$ cat config.mk
export PLATFORM = sky130hd
export DESIGN_NAME = ds_cic_decimator
export DESIGN_NICKNAME = d
export VERILOG_FILES = /design/src/rtl/ds_pkg.sv /design/src/rtl/ds_cic_decimator_comb.sv /design/src/rtl/ds_cic_decimator.sv
export SDC_FILE = /design/constraint.sdc
export NUM_CORES = 1
export LEC_CHECK = 0
export ABC_AREA = 1
export BUFFER_PORTS_ARGS = -buffer_cell sky130_fd_sc_hd__buf_2
export CAP_MARGIN = 25
export CELL_PAD_IN_SITES_DETAIL_PLACEMENT = 0
export CELL_PAD_IN_SITES_GLOBAL_PLACEMENT = 2
export CORE_AREA = 4 4 182 140
export CTS_CLUSTER_DIAMETER = 60
export CTS_CLUSTER_SIZE = 30
export DETAILED_ROUTE_END_ITERATION = 7
export DIE_AREA = 0 0 186 144
export GPL_ROUTABILITY_DRIVEN = 0
export PLACE_DENSITY = 0.86
export RECOVER_POWER = 25
export SLEW_MARGIN = 20
export SYNTH_ARGS = -nofsm -noshare
export SYNTH_HDL_FRONTEND = slang
export SYNTH_SLANG_ARGS = --single-unit
$ cat constraint.sdc
create_clock -name clk -period 4.4 [get_ports clk]
set_clock_uncertainty 0.15 [all_clocks]
set_input_delay 0.22 -clock clk [delete_from_list [all_inputs] [get_ports clk]]
set_output_delay 0.22 -clock clk [all_outputs]
set_load 0.03 [all_outputs]
$ cat src/rtl/ds_pkg.sv
// Shared delta-sigma definitions: code width, CIC order, code decode and
// CIC internal width helper. Also used by the modulator side.
package ds_pkg;

    localparam int DS_CODE_W = 4;
    localparam int CIC_ORDER = 3;

    // Sign-magnitude code to two's complement; 4'b1000 decodes to 0.
    function automatic logic signed [DS_CODE_W-1:0] ds_decode(input logic [DS_CODE_W-1:0] code);
        logic signed [DS_CODE_W-1:0] mag;
        mag = {1'b0, code[DS_CODE_W-2:0]};
        return code[DS_CODE_W-1] ? -mag : mag;
    endfunction

    function automatic int cic_int_w(input int log2_decim);
        return DS_CODE_W + CIC_ORDER * log2_decim;
    endfunction

endpackage

$ cat src/rtl/ds_cic_decimator_comb.sv
// Three-stage CIC comb plus the valid/ready output register with sticky overrun.
module ds_cic_comb
    import ds_pkg::*;
#(
    parameter int INT_W = 16,
    parameter int OUT_W = 14
) (
    input  logic                    clk,
    input  logic                    reset,
    input  logic                    dec,
    input  logic signed [INT_W-1:0] i3,
    input  logic                    out_ready,
    output logic                    out_valid,
    output logic signed [OUT_W-1:0] data_out,
    output logic                    overrun
);

    localparam int SHIFT = (INT_W > OUT_W) ? INT_W - OUT_W : 0;

    logic signed [INT_W-1:0] d1, d2, d3, c1, c2, c3;
    logic signed [OUT_W-1:0] y, y_next;
    logic                    y_vld;

    always_comb begin
        c1     = i3 - d1;
        c2     = c1 - d2;
        c3     = c2 - d3;
        y_next = OUT_W'(c3 >>> SHIFT);
    end

    // y/y_vld is a one-stage hold between the comb and the output register.
    always_ff @(posedge clk or posedge reset) begin
        if (reset) begin
            d1        <= '0;
            d2        <= '0;
            d3        <= '0;
            y         <= '0;
            y_vld     <= 1'b0;
            data_out  <= '0;
            out_valid <= 1'b0;
            overrun   <= 1'b0;
        end else begin
            y_vld <= dec;
            if (dec) begin
                d1 <= i3;
                d2 <= c1;
                d3 <= c2;
                y  <= y_next;
            end
            if (y_vld) begin
                if (!out_valid || out_ready) begin
                    data_out  <= y;
                    out_valid <= 1'b1;
                end else begin
                    overrun <= 1'b1;
                end
            end else if (out_valid && out_ready) begin
                out_valid <= 1'b0;
            end
        end
    end

endmodule

$ cat src/rtl/ds_cic_decimator.sv
// sinc^3 decimator for the 4-bit delta-sigma stream: decode, integrators and
// phase counter here; comb and output handshake in ds_cic_comb.
module ds_cic_decimator
    import ds_pkg::*;
#(
    parameter  int DECIM      = 16,
    parameter  int OUT_W      = 14,
    localparam int LOG2_DECIM = $clog2(DECIM),
    localparam int INT_W      = cic_int_w(LOG2_DECIM)
) (
    input  logic                    clk,
    input  logic                    reset,
    input  logic                    in_valid,
    input  logic [DS_CODE_W-1:0]    ds_in,
    output logic                    out_valid,
    input  logic                    out_ready,
    output logic signed [OUT_W-1:0] data_out,
    output logic                    overrun
);

    logic signed [DS_CODE_W-1:0] xd;
    logic signed [INT_W-1:0]     x, i1, i2, i3, i1_n, i2_n, i3_n;
    logic [LOG2_DECIM-1:0]       cnt;
    logic                        dec;

    // Integrators chain within one cycle; wrap-around is intentional.
    always_comb begin
        xd   = ds_decode(ds_in);
        x    = {{(INT_W-DS_CODE_W){xd[DS_CODE_W-1]}}, xd};
        i1_n = i1 + x;
        i2_n = i2 + i1_n;
        i3_n = i3 + i2_n;
    end

    always_ff @(posedge clk or posedge reset) begin
        if (reset) begin
            i1  <= '0;
            i2  <= '0;
            i3  <= '0;
            cnt <= '0;
            dec <= 1'b0;
        end else begin
            dec <= in_valid && (cnt == LOG2_DECIM'(DECIM - 1));
            if (in_valid) begin
                i1  <= i1_n;
                i2  <= i2_n;
                i3  <= i3_n;
                cnt <= cnt + 1'b1;
            end
        end
    end

    ds_cic_comb #(.INT_W(INT_W), .OUT_W(OUT_W)) u_comb (
        .clk       (clk),
        .reset     (reset),
        .dec       (dec),
        .i3        (i3),
        .out_ready (out_ready),
        .out_valid (out_valid),
        .data_out  (data_out),
        .overrun   (overrun)
    );

endmodule

Word-level counts from Yosys, hierarchy flattened
Cells that the tools add are included.
{"block": "word_totals", "ff_bits": 132}
{"block": "classes", "n_reduce_logical": 8, "eq_ne": 2, "add_sub_neg": 8, "bitwise": 1, "mux": 4}
{"op": "subtractor 16 bit", "n": 3}
{"op": "adder 16 bit", "n": 2}
{"op": "adder 16 x 4 -> 16 bit", "n": 1}
{"op": "AND reduction 2 bit", "n": 3}
{"op": "adder 4 x 1 -> 4 bit (second input constant)", "n": 1}
{"op": "== test 4 bit (second input constant)", "n": 1}
{"op": "2-to-1 mux 4 bit", "n": 1}
{"op": "negation 3 -> 4 bit", "n": 1}
{"op": "2-to-1 mux 1 bit", "n": 3}
{"op": "logical AND 1 bit", "n": 2}
{"op": "!= test 2 bit (second input constant)", "n": 1}
{"op": "nonzero test 2 bit", "n": 1}
{"op": "logical NOT 1 bit", "n": 1}
{"op": "logical OR 1 bit", "n": 1}
{"op": "NOT 1 bit", "n": 1}

Depth between registers and ports, before layout
{"block": "depth", "depth_word": 5, "depth_mapped": 35, "mapped_depth_nobuf": 35}

Hierarchy
From an unflattened synthesis, not the netlist that was laid out.
{"block": "hier_totals", "hier_cells": 1201, "area_unflattened_um2": 9306.4}
{"mod": "ds_cic_comb", "area_each_um2": 5081.1, "cells_each": 632, "instances": 1}
{"mod": "ds_cic_decimator", "area_each_um2": 4225.3, "cells_each": 569, "instances": 1}

Least setup slack after synthesis
Ideal clock, no wire load.
{"block": "synth_timing", "path_kind": "input to register", "from": "input port ds_in[0]", "to": "register i3[15]", "setup_time_ns": 0.117, "required_time_ns": 4.133, "arrival_ns": 3.843, "stages": 31, "slack_ns": 0.290, "n_path_buf": 0, "path_cell_list": "inv_1 > ha_1 > inv_1 > nand2_1 > xor2_1 > ha_1 > a21oi_1 > nand2_1 > nand2_1 > nand2_2 > nand3_1 > nand2_1 > a21oi_2 > o21bai_1 > or2_1 > and2_1 > ha_1 > inv_2 > nor3_1 > nand4_1 > nand2_1 > xor2_1 > ha_1 > a21oi_1 > nand2_1 > inv_1 > nand2_1 > nand3_1 > nand3_1 > nand2_1 > nand2_1"}
{"block": "synth_between", "elab_chain_len": 5}
{"item": "start: declaration", "line": "ds_cic_decimator.sv:14", "rtl": "input logic [DS_CODE_W-1:0] ds_in,"}
{"item": "negation 3 -> 4 bit", "line": "ds_pkg.sv:12", "rtl": "return code[DS_CODE_W-1] ? -mag : mag;"}
{"item": "2-to-1 mux 4 bit *", "line": "ds_pkg.sv:12"}
{"item": "adder 16 x 4 -> 16 bit *", "line": "ds_cic_decimator.sv:30", "rtl": "i1_n = i1 + x;"}
{"item": "named net i1_n[13]", "line": "ds_cic_decimator.sv:22", "rtl": "logic signed [INT_W-1:0] x, i1, i2, i3, i1_n, i2_n, i3_n;"}
{"item": "adder 16 bit *", "line": "ds_cic_decimator.sv:31", "rtl": "i2_n = i2 + i1_n;"}
{"item": "named net i2_n[14]", "line": "ds_cic_decimator.sv:22"}
{"item": "adder 16 bit *", "line": "ds_cic_decimator.sv:32", "rtl": "i3_n = i3 + i2_n;"}
{"item": "end signal: assignment", "line": "ds_cic_decimator.sv:47", "rtl": "i3 <= i3_n;"}
{"item": "end: declaration", "line": "ds_cic_decimator.sv:22"}
The timed path passes the listed nets; every way through them passes the cells marked *.
A chain may end at the register's enable or synchronous reset.

Final worst setup path
{"block": "layout_timing", "from": "register i3[0]", "to": "register u_comb.y[11]"}
{"block": "layout_between", "elab_chain_len": 3}
{"item": "subtractor 16 bit", "line": "ds_cic_decimator_comb.sv:25", "rtl": "c1 = i3 - d1;"}
{"item": "named net u_comb.c1[12]", "line": "ds_cic_decimator_comb.sv:20", "rtl": "logic signed [INT_W-1:0] d1, d2, d3, c1, c2, c3;"}
{"item": "subtractor 16 bit", "line": "ds_cic_decimator_comb.sv:26", "rtl": "c2 = c1 - d2;"}
{"item": "named net u_comb.c2[12]", "line": "ds_cic_decimator_comb.sv:20"}
{"item": "subtractor 16 bit", "line": "ds_cic_decimator_comb.sv:27", "rtl": "c3 = c2 - d3;"}
{"item": "end signal: assignment", "line": "ds_cic_decimator_comb.sv:48", "rtl": "y <= y_next;"}
{"item": "end: declaration", "line": "ds_cic_decimator_comb.sv:21", "rtl": "logic signed [OUT_W-1:0] y, y_next;"}
The timed path passes the listed nets, and every way through them passes these cells.

==> flow_summary.toml <==
[run_status]
status = "complete, but fails checks"
violations = "capacitance limit, slew limit"

[yosys]
synth_warnings = 0
yosysSeqAreaShare_pct = 36.4
syn_area_sq_um = 9070
syn-mean-instance-area_sq_um = 7.91
ys_ff_latch = 132
synth_nets = 1252
synth_edf_count = 0
async_flop_share_pct = 100
synthCells = 1146
synth_ff_type = "dfrtp_1"
synth_cell_types = 44

[worst_setup_path]
ff2ff_setup_slack_ps = 200
slowest_delay_ps = 390
reg2reg_from = "i3[0]"
cp_slowest_cell = "dfrtp_1"
cpMostUsedCell = "inv_2"
worstSetupPathType = "reg2reg"
crit_path_start_kind = "flip-flop"
cp.arrival_ps = 4330
cp.required_ps = 4530
reg2regPathDepth = 25
crit_path_end_kind = "flip-flop"
critPathMaxFanout = 3
rr_endpoint = "u_comb.y[11]"

[timing]
worst_hold_slack_ps = 117
min_period_over_period_pct = 95.4
finalHoldViolations = 0
min_period_ps = 4200
setup_viol = 0
fmax_ghz = 0.238
timing.final.max_slew_violations = 110
rsz0062_at_grt = "yes"
worst_pin_slew_ps = 2240
relSlewSlack_pct = -50.4

[layout]
layout.cells.non_filler = 1603
stdcell_area_sq_um = 11700
regArea_sq_um = 3300
drive_gt1_share_pct = 26.5
multi_input_area_sq_um = 5840
fin_nets = 1390
fillers = 2232
final_common_cell = "nand2_1"
n_antenna_cell = 0
fin_util_pct = 49.4
syn_to_final_growth_pct = 28.9
final_cell_mix = "nand2_1 (327), dfrtp_1 (131), inv_1 (125), buf_4 (117)"

[flow_run]
maxCapViolations = 2

[clocking]
cts.sinks = 132
cts.path.max_buffers = 2
clock_latency_ps = 430
cts_made_buffers = 17
cts.clk_slew.worst_paths_ps = 80
clockRootBuffer = "clkbuf_16"
htree_levels = 4
cts_tree = "built"

[worst_hold_path]
hold_depth = 5
hold_start = "ds_in[0]"
hold-path-endpoint = "i1[0]"
hp-class = "in2reg"

[routing]
wirelength_microns = 20800
ant_nets = 0
drc = 0
via_per_inst = 4.69
drt_iter0_drc = 373
vias = 7519
dr.pass1.iters = 5
drt-wirelength-per-cell_microns = 13.0

[placement]
numPortBuffers = 23
dp.cells = 1549
dp_hpwl_microns = 14500
place_area_sq_um = 10200

[grt]
grt_pass1_wl_microns = 34100
first_global_vias = 7115
grt_max_degree = 97
grt_util_all_layers_pct = 15.6
overflow = 0
antenna_found_initial = 0

[floorplanning]
ios = 24
rows = 49
coreArea_sq_um = 23700
start_util_pct = 38.3
chipHeight_microns = 144
die_w_microns = 186
die_area_sq_um = 26800
[registers in the layout, summed over array words and instances (netlist names)]
signal / flops
cnt: 4
dec: 1
i1: 16
i2: 16
i3: 16
u_comb.d1: 16
u_comb.d2: 16
u_comb.d3: 16
u_comb.data_out: 14
u_comb.out_valid: 1
u_comb.overrun: 1
u_comb.y: 14
u_comb.y_vld: 1
[cell usage after synthesis (2+ instances only)]
cell,count,area share [%]
clkbuf_1,22,0.91
a21oi_1,56,3.1
nand2_2,9,0.62
o31ai_1,3,0.25
nor3_1,5,0.28
nor2_2,2,0.14
a221oi_1,2,0.19
inv_1,134,5.5
nor2_1,28,1.2
fa_1,5,1.1
inv_2,3,0.12
dfrtp_1,132,36
buf_1,2,0.083
ha_1,93,13
a31oi_1,8,0.55
mux2_2,11,1.4
o21ai_1,6,0.33
nand2_1,345,14
or2_2,6,0.41
nand3_1,61,3.4
xor2_1,44,4.3
o21ai_0,76,4.2
o21bai_1,8,0.66
a21o_1,8,0.66
xnor2_1,25,2.4
nand4_1,6,0.41
and2_1,5,0.35
a21oi_2,14,1.4
o21ai_2,10,0.97
nand3_2,3,0.33
[critical path, delay by kind of cell (launching register included)]
kind	cells	cell delay [ps]
fa+ha+maj	4	1050
compound gates	6	1000
simple gates	8	830
buf+inv	6	460
flops	1	390
xor+xnor	1	160
[cell type report]
| type | count | share of cell area [%] |
|---|---|---|
| Multi-Input combinational cell | 851 | 50.0 |
| Sequential cell | 132 | 28.3 |
| Timing Repair Buffer | 144 | 8.80 |
| Inverter | 138 | 4.44 |
| Clock buffer | 17 | 3.64 |
| Tap cell | 306 | 3.28 |
| Clock inverter | 15 | 1.56 |
[kinds of logic (layout without fill, tap and decap cells)]
family | after synthesis | count (layout) | synth area share [%]
and+or+nand+nor | 476 | 476 | 21.9
AOI/OAI and AO/OA | 197 | 197 | 12.9
buffers and inverters | 163 | 314 | 6.79
DFF | 132 | 132 | 36.4
adders and majority gates | 98 | 98 | 13.9
xor gates and xnor gates | 69 | 69 | 6.67
muxes | 11 | 11 | 1.37
[worst max path at each step]
stage                         from      endpoint  slack, ps  depth (start not counted)
final                        i3[0]  u_comb.y[11]        200                         25
after global routing         i3[0]  u_comb.y[13]        -50                         25
after global placement    ds_in[0]        i3[15]       -110                         32
after CTS                    i3[0]  u_comb.y[13]         10                         26
after detailed placement  ds_in[0]        i3[15]       -210                         32
after floorplan           ds_in[0]        i3[15]        290                         31
[per-layer routing]
metal  global-route usage, %  part of all wire (%)
met3                    2.67                   2.2
met4                    3.87                  0.81
met2                    22.2                    41
met5                       0                     0
met1                    24.3                    56
[stage by stage]
step | worst slack, ps | TNS [ps]
after floorplan | 290 | 0
after global placement | -111 | -543
after detailed placement | -208 | -894
after CTS | 15.0 | 0
after global routing | -51.5 | -182
final | 202 | 0
[what timing repair did]
action / in CTS / in global routing
hold buffers: 2 / 0
buffers inserted: 3 / 18
hold endpoints to repair: 50 / 0
gates cloned: 0 / 0
resized for setup: 17 / 112
pin swaps: 13 / 65
endpoints found under the setup margin: 4 / 10
Power is left out: the tool's default activity adds up to more than one toggle a clock period on the data nets, which glitch-free logic cannot reach.
